$ cat src/rtl/ritc_lane_align.sv
// ritc_lane_align: automatic per-lane bitslip training over deserialized RITC lanes.
// Lanes are trained one at a time, slipping until the word matches PATTERN or MAX_SLIP runs out.
module ritc_lane_align #(
   parameter int               NCH        = 6,
   parameter int               NBIT       = 12,
   parameter int               NSAMP      = 4,
   parameter logic [NSAMP-1:0] PATTERN    = 4'b1100,
   parameter int               SETTLE_CYC = 16,
   parameter int               MATCH_CNT  = 64,
   parameter int               MAX_SLIP   = 8,
   localparam int              NLANE      = NCH * NBIT,
   localparam int              LW         = (NLANE > 1) ? $clog2(NLANE) : 1
) (
   input  logic                   SYSCLK,
   input  logic                   RESET,
   input  logic                   START,
   input  logic [NLANE*NSAMP-1:0] CH_DAT,
   output logic [NLANE-1:0]       BITSLIP,
   output logic                   TRAIN_ON,
   output logic                   BUSY,
   output logic                   DONE,
   output logic [NLANE-1:0]       LOCKED,
   output logic [NLANE-1:0]       FAILED,
   output logic [LW-1:0]          CUR_LANE
);

   localparam int SW = $clog2(MAX_SLIP + 1);

   typedef enum logic [2:0] {
      S_IDLE, S_SETTLE, S_CHECK, S_SLIP, S_NEXT, S_FINISH
   } state_t;

   state_t           state_q, state_d;
   logic [7:0]       settle_q, settle_d;
   logic [15:0]      match_q, match_d, match_inc;
   logic [SW-1:0]    slip_q, slip_d;
   logic [LW-1:0]    lane_q, lane_d;
   logic [NLANE-1:0] locked_q, locked_d, failed_q, failed_d, bitslip_q, bitslip_d;
   logic             train_q, train_d, busy_q, busy_d, done_q, done_d;
   logic [NSAMP-1:0] lane_word;

   // START is a one-cycle request with no backpressure: accepted only in IDLE, ignored elsewhere.
   assign lane_word = CH_DAT[lane_q*NSAMP +: NSAMP];
   assign match_inc = match_q + 16'd1;

   always_comb begin
      state_d   = state_q;
      settle_d  = settle_q;
      match_d   = match_q;
      slip_d    = slip_q;
      lane_d    = lane_q;
      locked_d  = locked_q;
      failed_d  = failed_q;
      bitslip_d = '0;
      case (state_q)
         S_IDLE: begin
            if (START) begin
               locked_d = '0;
               failed_d = '0;
               lane_d   = '0;
               slip_d   = '0;
               settle_d = 8'(SETTLE_CYC);
               state_d  = S_SETTLE;
            end
         end
         S_SETTLE: begin
            if (settle_q == 8'd0) begin
               match_d = '0;
               state_d = S_CHECK;
            end else begin
               settle_d = settle_q - 8'd1;
            end
         end
         S_CHECK: begin
            if (lane_word == PATTERN) begin
               match_d = match_inc;
               if (match_inc == 16'(MATCH_CNT)) begin
                  locked_d[lane_q] = 1'b1;
                  state_d          = S_NEXT;
               end
            end else if (slip_q < SW'(MAX_SLIP)) begin
               state_d = S_SLIP;
            end else begin
               failed_d[lane_q] = 1'b1;
               state_d          = S_NEXT;
            end
         end
         S_SLIP: begin
            slip_d   = slip_q + SW'(1);
            settle_d = 8'(SETTLE_CYC);
            state_d  = S_SETTLE;
         end
         S_NEXT: begin
            if (lane_q == LW'(NLANE - 1)) begin
               state_d = S_FINISH;
            end else begin
               lane_d   = lane_q + LW'(1);
               slip_d   = '0;
               settle_d = 8'(SETTLE_CYC);
               state_d  = S_SETTLE;
            end
         end
         S_FINISH: state_d = S_IDLE;
         default:  state_d = S_IDLE;
      endcase

      // Outputs are decoded from the next state so they appear registered, aligned with the state.
      busy_d  = (state_d != S_IDLE);
      train_d = (state_d != S_IDLE) && (state_d != S_FINISH);
      done_d  = (state_d == S_FINISH);
      for (int i = 0; i < NLANE; i++) begin
         bitslip_d[i] = (state_d == S_SLIP) && (lane_d == LW'(i));
      end
   end

   always_ff @(posedge SYSCLK) begin
      if (RESET) begin
         state_q   <= S_IDLE;
         settle_q  <= '0;
         match_q   <= '0;
         slip_q    <= '0;
         lane_q    <= '0;
         locked_q  <= '0;
         failed_q  <= '0;
         bitslip_q <= '0;
         train_q   <= 1'b0;
         busy_q    <= 1'b0;
         done_q    <= 1'b0;
      end else begin
         state_q   <= state_d;
         settle_q  <= settle_d;
         match_q   <= match_d;
         slip_q    <= slip_d;
         lane_q    <= lane_d;
         locked_q  <= locked_d;
         failed_q  <= failed_d;
         bitslip_q <= bitslip_d;
         train_q   <= train_d;
         busy_q    <= busy_d;
         done_q    <= done_d;
      end
   end

   assign BITSLIP  = bitslip_q;
   assign TRAIN_ON = train_q;
   assign BUSY     = busy_q;
   assign DONE     = done_q;
   assign LOCKED   = locked_q;
   assign FAILED   = failed_q;
   assign CUR_LANE = lane_q;

endmodule

$ cat config.mk
export PLATFORM = sky130hd
export DESIGN_NAME = ritc_lane_align
export DESIGN_NICKNAME = d
export VERILOG_FILES = /design/src/rtl/ritc_lane_align.sv
export SDC_FILE = /design/constraint.sdc
export NUM_CORES = 1
export LEC_CHECK = 0
export CORE_AREA = 2 2 203 205
export DETAILED_ROUTE_END_ITERATION = 10
export DIE_AREA = 0 0 205 207
export PLACE_DENSITY = 0.57
export SKIP_CTS_REPAIR_TIMING = 1
export SYNTH_ARGS = -nofsm -noshare
export SYNTH_HDL_FRONTEND = slang
export SYNTH_SLANG_ARGS = --single-unit
$ cat constraint.sdc
create_clock -name SYSCLK -period 4.35 [get_ports SYSCLK]
set_clock_uncertainty 0.2 [all_clocks]
set_input_delay 0.87 -clock SYSCLK [delete_from_list [all_inputs] [get_ports SYSCLK]]
set_output_delay 0.87 -clock SYSCLK [all_outputs]
set_load 0.005 [all_outputs]
After elaboration in Yosys (flattened, before gate mapping)
Cells that the tools add are included.
- add/subtract/negate cells: 4
- $lt $le $gt $ge: 3
- equal/unequal tests: 89
- shift-type cells: 1
- multiplexer cells: 29
- bitwise gates (word level): 2
- reduce and logical (&&, ||, !) cells: 87
- operators with widths (operator ; count):
    $mux W72 ; 5
    $pmux W72 S2 ; 2
    $shiftx A288 B10 Y4 ; 1
    $eq A7 B6 Y1 const B ; 32
    $or A72 B72 Y72 ; 2
    $eq A7 B5 Y1 const B ; 16
    $logic_and A1 B1 Y1 ; 74
    $eq A7 B7 Y1 const B ; 9
    $eq A7 B4 Y1 const B ; 8
    $mux W16 ; 2
    $pmux W16 S2 ; 1
    $pmux W8 S4 ; 1
    $eq A7 B3 Y1 const B ; 4
    $mux W8 ; 3
    $mux W3 ; 6
    $add A16 B1 Y16 const B ; 1
    $eq A16 B7 Y1 const B ; 1
    $ne A2 B2 Y1 const B ; 8
    $pmux W3 S5 ; 1
    $eq A7 B2 Y1 const B ; 2
    $mux W7 ; 2
    $pmux W7 S2 ; 1
    $pmux W4 S3 ; 1
    $reduce_and A4 Y1 ; 3
    22 further kinds ; 29
- flip-flop bits (word level): 257
- input port bits: 291
- word-level logic and storage cells: 226

Longest topological paths before layout
Gate-level depths: netlist (run 1).
- depth in word-level cells: 8
- depth in mapped cells: 16
- gate-level depth less buffers: 10

Worst setup path after synthesis (run 1)
OpenSTA, ideal clock, no wires.
- path type: input-to-reg
- from: input CH_DAT[94]
- to: register bitslip_q[46] (netlist: BITSLIP[46])
- data arrival time: 3.336 ns
- required time: 4.081 ns
- setup slack: 0.745 ns
- cell stages on the path: 9
- buffers on the path: 2
- cells stage by stage: mux4_2 mux4_2 or3_1 o221a_2 o2111a_1 buf_2 or4_1 buf_2 nor2_1
- longest elaborated chain between the ends: 6
- ends and longest elaborated chain (what ; line ; RTL):
    start, declared ; 17 ; input logic [NLANE*NSAMP-1:0] CH_DAT,
    $shiftx A288 B10 Y4 ; 43 ; assign lane_word = CH_DAT[lane_q*NSAMP +: NSAMP];
    $eq A4 B4 Y1 ; 75 ; if (lane_word == PATTERN) begin
    $mux W3 ; 75 ;
    $pmux W3 S5 ; 55 ; case (state_q)
    $eq A3 B2 Y1 ; 112 ; bitslip_d[i] = (state_d == S_SLIP) && (lane_d == LW'(i));
    $logic_and A1 B1 Y1 ; 112 ;
    end signal, assigned ; 137 ; bitslip_q <= bitslip_d;
    end, declared ; 38 ; logic [NLANE-1:0] locked_q, locked_d, failed_q, failed_d, bitslip_q, bitslip_d;
No other way between the ends.
A chain may end at the register's enable or synchronous reset.

Worst setup path in the final report (run 1)
- from: register lane_q[1] (netlist: CUR_LANE[1])
- to: register bitslip_q[41] (netlist: BITSLIP[41])
- longest elaborated chain between the ends: 6
- elaborated cells between the ends (all ways): 13
- classes of those cells: add/sub: 1; eq/ne: 4; shift: 1; mux: 6; reduce/logical: 1
- ends and longest elaborated chain (what ; line ; RTL):
    start, declared ; 37 ; logic [LW-1:0] lane_q, lane_d;
    start signal, assigned ; 134 ; lane_q <= lane_d;
    $shiftx A288 B10 Y4 ; 43 ;
    $eq A4 B4 Y1 ; 75 ;
    $mux W3 ; 75 ;
    $pmux W3 S5 ; 55 ;
    $eq A3 B2 Y1 ; 112 ;
    $logic_and A1 B1 Y1 (*) ; 112 ;
Every way passes the cells marked *; elsewhere a longest branch is shown, timed or not.

==> results.md, run 1 <==
- Status: complete, no violations
- Clock slew at reported path FFs: 0.07 ns
- Layout area overhead: 57.3%
- Post-synth EDFFs: 0
- HP Class: reg -> reg
- Power per cell area: 310 nW/um^2
- CTS Buf Count: 27
- Gpl congestion: 0.937
- WL/cell: 22.6 um
- Final setup vio count: 0
- Hold path depth: 1
- R2r setup slk: 0.37 ns
- Hold Fails Final Rpt: 0
- Synth warn: 0
- Site Rows: 74
- Initial antenna violation count: 0
- CP cell instances: buf_4, inv_1, a221o_1, a221oi_1, a2111oi_0, a211o_1, o2111a_4, or4_1, nor2_1
- Critical-path top delay cell: dfxtp_2
- CP Class: reg -> reg
- Total Routing Usage GR: 0.245
- Synth unique cells: 64
- Maximum VDD drop: 0.314 mV
- Clock Sink Count: 257
- CP Data Required Time: 4.62 ns
- Count of pins over their slew limit: 0
- Proportion of layout cells with a drive suffix above 1: 0.0712
- Die Wd: 205 um
- Min Clock Period, post-route: 3.98 ns
- GRT overflow: 0
- DRT antenna net count: 0
- Vias in the first global route: 12.4k
- Final-layout fill cell count: 3960
- Max transition margin: 0.369
- Place WS: -0.0269 ns
- Final Routed Wirelength: 54300 um
- Fmax: 251 MHz
- Die footprint: 42400 sq um
- Post-synth ARST share: 0
- Initial Utilization: 0.289
- Final worst slack: 0.366 ns
- Vias per cell: 5.20
- Synth top area share: 0.441
- Critical path arrival: 4.25 ns
- Mapped Cells: 1385
- Inserted Diodes: 0
- Initial drt markers: 866
- CTS root buf: clkbuf_16
- Drt drc: 0
- Pleak: 6.06 nW
- Largest net degree at the start of global routing: 74
- Worst Max-Slew Pin Slew: 0.943 ns
- Predominant post-synthesis flop cell: dfxtp_1
- Avg Inst Size Synth: 8.43 sq um
- Cell Area, Synth: 11700 sq um
- Max-Cap Viols: 0
- Skew-Pair Late Insertion Delay: 0.55 ns
- Most common cell in the netlist: dfxtp_1
- Setup crit end kind: flop
- Area contributors post-synth: dfxtp_1 (44%), nor2_1 (6.9%), o21a_1 (4.8%)
- Max clock buf depth: 3
- Sequential element share of the synthesized area: 0.441
- Top-level port count: 517
- List of most frequent post-synthesis cells: dfxtp_1 (257), nor2_1 (214), nor3_1 (106), a21oi_1 (97), clkbuf_1 (86)
- Number of port buffers: 516
- CP Max Fanout: 26
- Crit share post-route: 0.916
- Total chip power: 0.00570 W
- Syn nets: 1680
- Area leader, netlist: dfxtp_1
- Core footprint: 40400 sq um
- DP HPWL: 40300 um
- Via count: 12.5k
- Htree depth: 1
- Nets: 2145
- First-pass GRT wire length: 79400 um
- Final core area utilization: 0.455
- Worst Setup Start Kind: flop
- #FFs+latches synth: 257
- CTS tree: built
- Slowest stage delay, CP: 0.76 ns
- DR pass1 iterations: 7
- Reg2reg path depth: 9
- Die Y: 207 um
- RSZ-0062 raised after global routing: no
## worst max-delay path: cells and delay by family (launching register included)
kind,cells,cell delay [ns]
flip-flops,1,0.76
AND/OR/NAND/NOR,2,0.84
AO/OA/AOI/OAI,5,1.50
buffers and inverters,2,0.59
## state kept, by name, indices dropped and copies added, names as in the netlist
name and count:
DONE 1, LOCKED 72, FAILED 72, BUSY 1, match_q 16, CUR_LANE 7, settle_q 8, slip_q 4
state_q 3, BITSLIP 72, TRAIN_ON 1
## kinds of logic (layout without fill, tap and decap cells)
kind of cell	count (synthesis)	count (layout)	share of synthesized area
flops	257	257	0.441
fa+ha+maj	4	4	0.00429
simple gates	602	602	0.256
xor+xnor	12	12	0.00900
compound gates	318	318	0.181
buf+inv	141	625	0.0504
mux	51	51	0.0585
## final cells by class
class                      count  area, sq um  share of cell area
inverter                      13         48.8             0.00266
clock inverter                10          129             0.00702
timing repair buffer         564         5630               0.306
sequential                   257         5150               0.280
tap                          532          666              0.0362
multi-input combinational    987         5970               0.325
clock buffer                  38          778              0.0424
## layout by cell type (no fill, tap or decap), types with 15 or more instances in the layout
master / n
nor2_1: 214
o21a_1: 74
mux2i_1: 30
nand4_1: 15
nand3_1: 38
o21ai_0: 27
nand2_1: 47
buf_4: 40
or3_1: 23
a21oi_1: 97
a221oi_1: 15
a31oi_1: 18
nor4_1: 80
clkbuf_16: 28
nor3_1: 106
clkdlybuf4s50_1: 516
nand3b_1: 17
o22ai_1: 19
dfxtp_1: 254
## stage by stage
step	instance area (sq um)	std cells	setup TNS (ns)	hold slack, ns
6_report	18400	2401	0	0.264
5_1_grt	18400	2401	0	0.277
4_1_cts	18400	2401	0	0.267
3_5_place_dp	17500	2353	-0.114	0.253
3_3_place_gp	17500	2353	0	0.246
2_1_floorplan	11700	1385	0	0.260
## worst paths after layout
check                           from                       to
max           CUR_LANE[1]$_SDFF_PP0_   BITSLIP[41]$_SDFF_PP0_
min          FAILED[21]$_SDFFE_PP0P_  FAILED[21]$_SDFFE_PP0P_
max reg2reg   CUR_LANE[1]$_SDFF_PP0_   BITSLIP[41]$_SDFF_PP0_
min reg2reg  FAILED[21]$_SDFFE_PP0P_  FAILED[21]$_SDFFE_PP0P_
## layer usage
metal / global-route usage / vias up / wire [um]
met5: 0 / - / 0
met4: 0.0536 / 0 / 1090
met3: 0.101 / 68 / 6270
met2: 0.377 / 489 / 23700
met1: 0.319 / 5947 / 23200
li1: - / 5988 / -
## where the power goes
part           switching (W)  leakage (nW)  internal [W]
clock network       0.000969         0.444       0.00138
logic               0.000449          3.54      0.000459
registers          0.0000434          2.07       0.00240
No activity file was read; power rests on OpenSTA's default activity.
==> run 2: changes to the inputs <==
--- a/config.mk
+++ b/config.mk
@@ -9,7 +9,9 @@
 export DETAILED_ROUTE_END_ITERATION = 10
 export DIE_AREA = 0 0 205 207
 export PLACE_DENSITY = 0.57
+export RECOVER_POWER = 25
 export SKIP_CTS_REPAIR_TIMING = 1
+export SLEW_MARGIN = 20
 export SYNTH_ARGS = -nofsm -noshare
 export SYNTH_HDL_FRONTEND = slang
 export SYNTH_SLANG_ARGS = --single-unit
==> run 2 against run 1 <==
The flow now finishes with violations (max-capacitance violations, max-slew violations). Sequential cell count unchanged. Register-to-register slack hardly changed. First-iteration DRC count decreased by 5.3%. Via count about the same. Total power about the same. Global-route usage is the same. Maximum frequency decreased by 0.29%. Die area unchanged. Critical path type unchanged.
==> results.md, run 2 (synthesis results as in run 1) <==
- Status: finished with violations
- Failing checks: max-capacitance violations, max-slew violations
- Max-Cap Viols: 1
- Vias per cell: 5.20
- Die footprint: 42400 sq um
- Most common cell after layout, fill and taps aside: clkdlybuf4s50_1
- Skew-Pair Late Insertion Delay: 0.55 ns
- Count of pins over their slew limit: 36
- Initial antenna violation count: 0
- Pleak: 6.45 nW
- Inserted Diodes: 0
- Min Clock Period, post-route: 4.00 ns
- Clock Sink Count: 257
- Fmax: 250 MHz
- Worst Setup Start Kind: flop
- Top-level port count: 517
- Initial drt markers: 820
- Clock slew at reported path FFs: 0.07 ns
- WL/cell: 22.6 um
- Final core area utilization: 0.455
- Setup crit end kind: flop
- Site Rows: 74
- Maximum VDD drop: 0.314 mV
- Number of port buffers: 516
- Total Routing Usage GR: 0.245
- Hold path depth: 1
- Commonest cells after routing, fill and taps aside: clkdlybuf4s50_1 (402), dfxtp_1 (254), nor2_1 (214)
- Layout area overhead: 57.3%
- Vias in the first global route: 12.4k
- Gpl congestion: 0.937
- Initial Utilization: 0.289
- CP Class: reg -> reg
- Worst Max-Slew Pin Slew: 1.65 ns
- Reg2reg path depth: 13
- HP Class: reg -> reg
- Post-route cell area: 18400 sq um
- Final worst slack: 0.355 ns
- Critical-path top delay cell: dfxtp_2
- Place WS: -0.0269 ns
- CTS tree: built
- Drt drc: 0
- DR WL met2: 23600 um
- WL met1: 23400 um
- Most used cell along the critical path: buf_4
- CP Data Required Time: 4.60 ns
- Critical path arrival: 4.24 ns
- DRT antenna net count: 0
- CP Max Fanout: 26
- Final setup vio count: 0
- Core footprint: 40400 sq um
- Uppermost layer routed: met4
- DP HPWL: 40300 um
- Die Y: 207 um
- DR WL met3: 5990 um
- Hold Fails Final Rpt: 0
- Largest net degree at the start of global routing: 74
- Slowest stage delay, CP: 0.76 ns
- Post-DP Area: 17500 sq um
- DR pass1 iterations: 6
- Max transition margin: -0.103
- Die Wd: 205 um
- Via count: 12.5k
- Nets: 2145
- Setup_tns: 0 ns
- Proportion of layout cells with a drive suffix above 1: 0.0706
- RSZ-0062 raised after global routing: no
- GRT overflow: 0
- Final Routed Wirelength: 54200 um
- Crit share post-route: 0.919
- CTS Buf Count: 27
- Max clock buf depth: 3
- CP cell instances: buf_4, or2_2, a211oi_1, a2111oi_0, buf_4, a211oi_1, a221oi_1, buf_4, o2111a_4, buf_12, buf_12, nor4_1, o21a_1
- First-pass GRT wire length: 79400 um
- Htree depth: 1
- CTS root buf: clkbuf_16
- Power per cell area: 310 nW/um^2
run 2: stage by stage:
step / hold WS (ns) / instances / total power [W]
final: 0.259 / 2401 / 0.00570
after global routing: 0.271 / 2401 / 0.00593
after CTS: 0.267 / 2401 / 0.00576
after detailed placement: 0.253 / 2353 / 0.00340
after global placement: 0.246 / 2353 / 0.00339
after floorplan: 0.260 / 1385 / 0.00295
run 2: routing by layer:
layer  vias up  track usage
met5         -            0
met4         0       0.0536
met3        71        0.101
met2       493        0.377
met1      5937        0.319
li1       5980            -
run 2: critical path: cells and delay by family (launching register included):
kind	cells	cell delay [ns]
DFF	1	0.76
buffers and inverters	5	1.09
AOI/OAI and AO/OA	6	1.52
and+or+nand+nor	2	0.28
run 2: path summary, 6_finish.rpt:
check	startpoint	endpoint	slack, ns
max	CUR_LANE[1]$_SDFF_PP0_	FAILED[63]$_SDFFE_PP0P_	0.35
min	FAILED[59]$_SDFFE_PP0P_	FAILED[59]$_SDFFE_PP0P_	0.26
max reg2reg	CUR_LANE[1]$_SDFF_PP0_	FAILED[63]$_SDFFE_PP0P_	0.35
min reg2reg	FAILED[59]$_SDFFE_PP0P_	FAILED[59]$_SDFFE_PP0P_	0.26
run 2: cell type report:
cell class              instances  area, sq um
clock buffers                  38          778
multi-input cells             987         5970
well taps                     532          666
inverters                      13         48.8
clock inverters                10          129
flip-flops and latches        257         5150
repair buffers                564         5620
fillers                      3962        22000
run 2: power breakdown:
| group | total (W) | leakage, nW | switching, W | internal, W |
|---|---|---|---|---|
| logic | 0.000903 | 3.94 | 0.000449 | 0.000454 |
| clock network | 0.00235 | 0.444 | 0.000971 | 0.00138 |
| registers | 0.00245 | 2.07 | 0.0000431 | 0.00240 |
| total | 0.00570 | 6.45 | 0.00146 | 0.00423 |
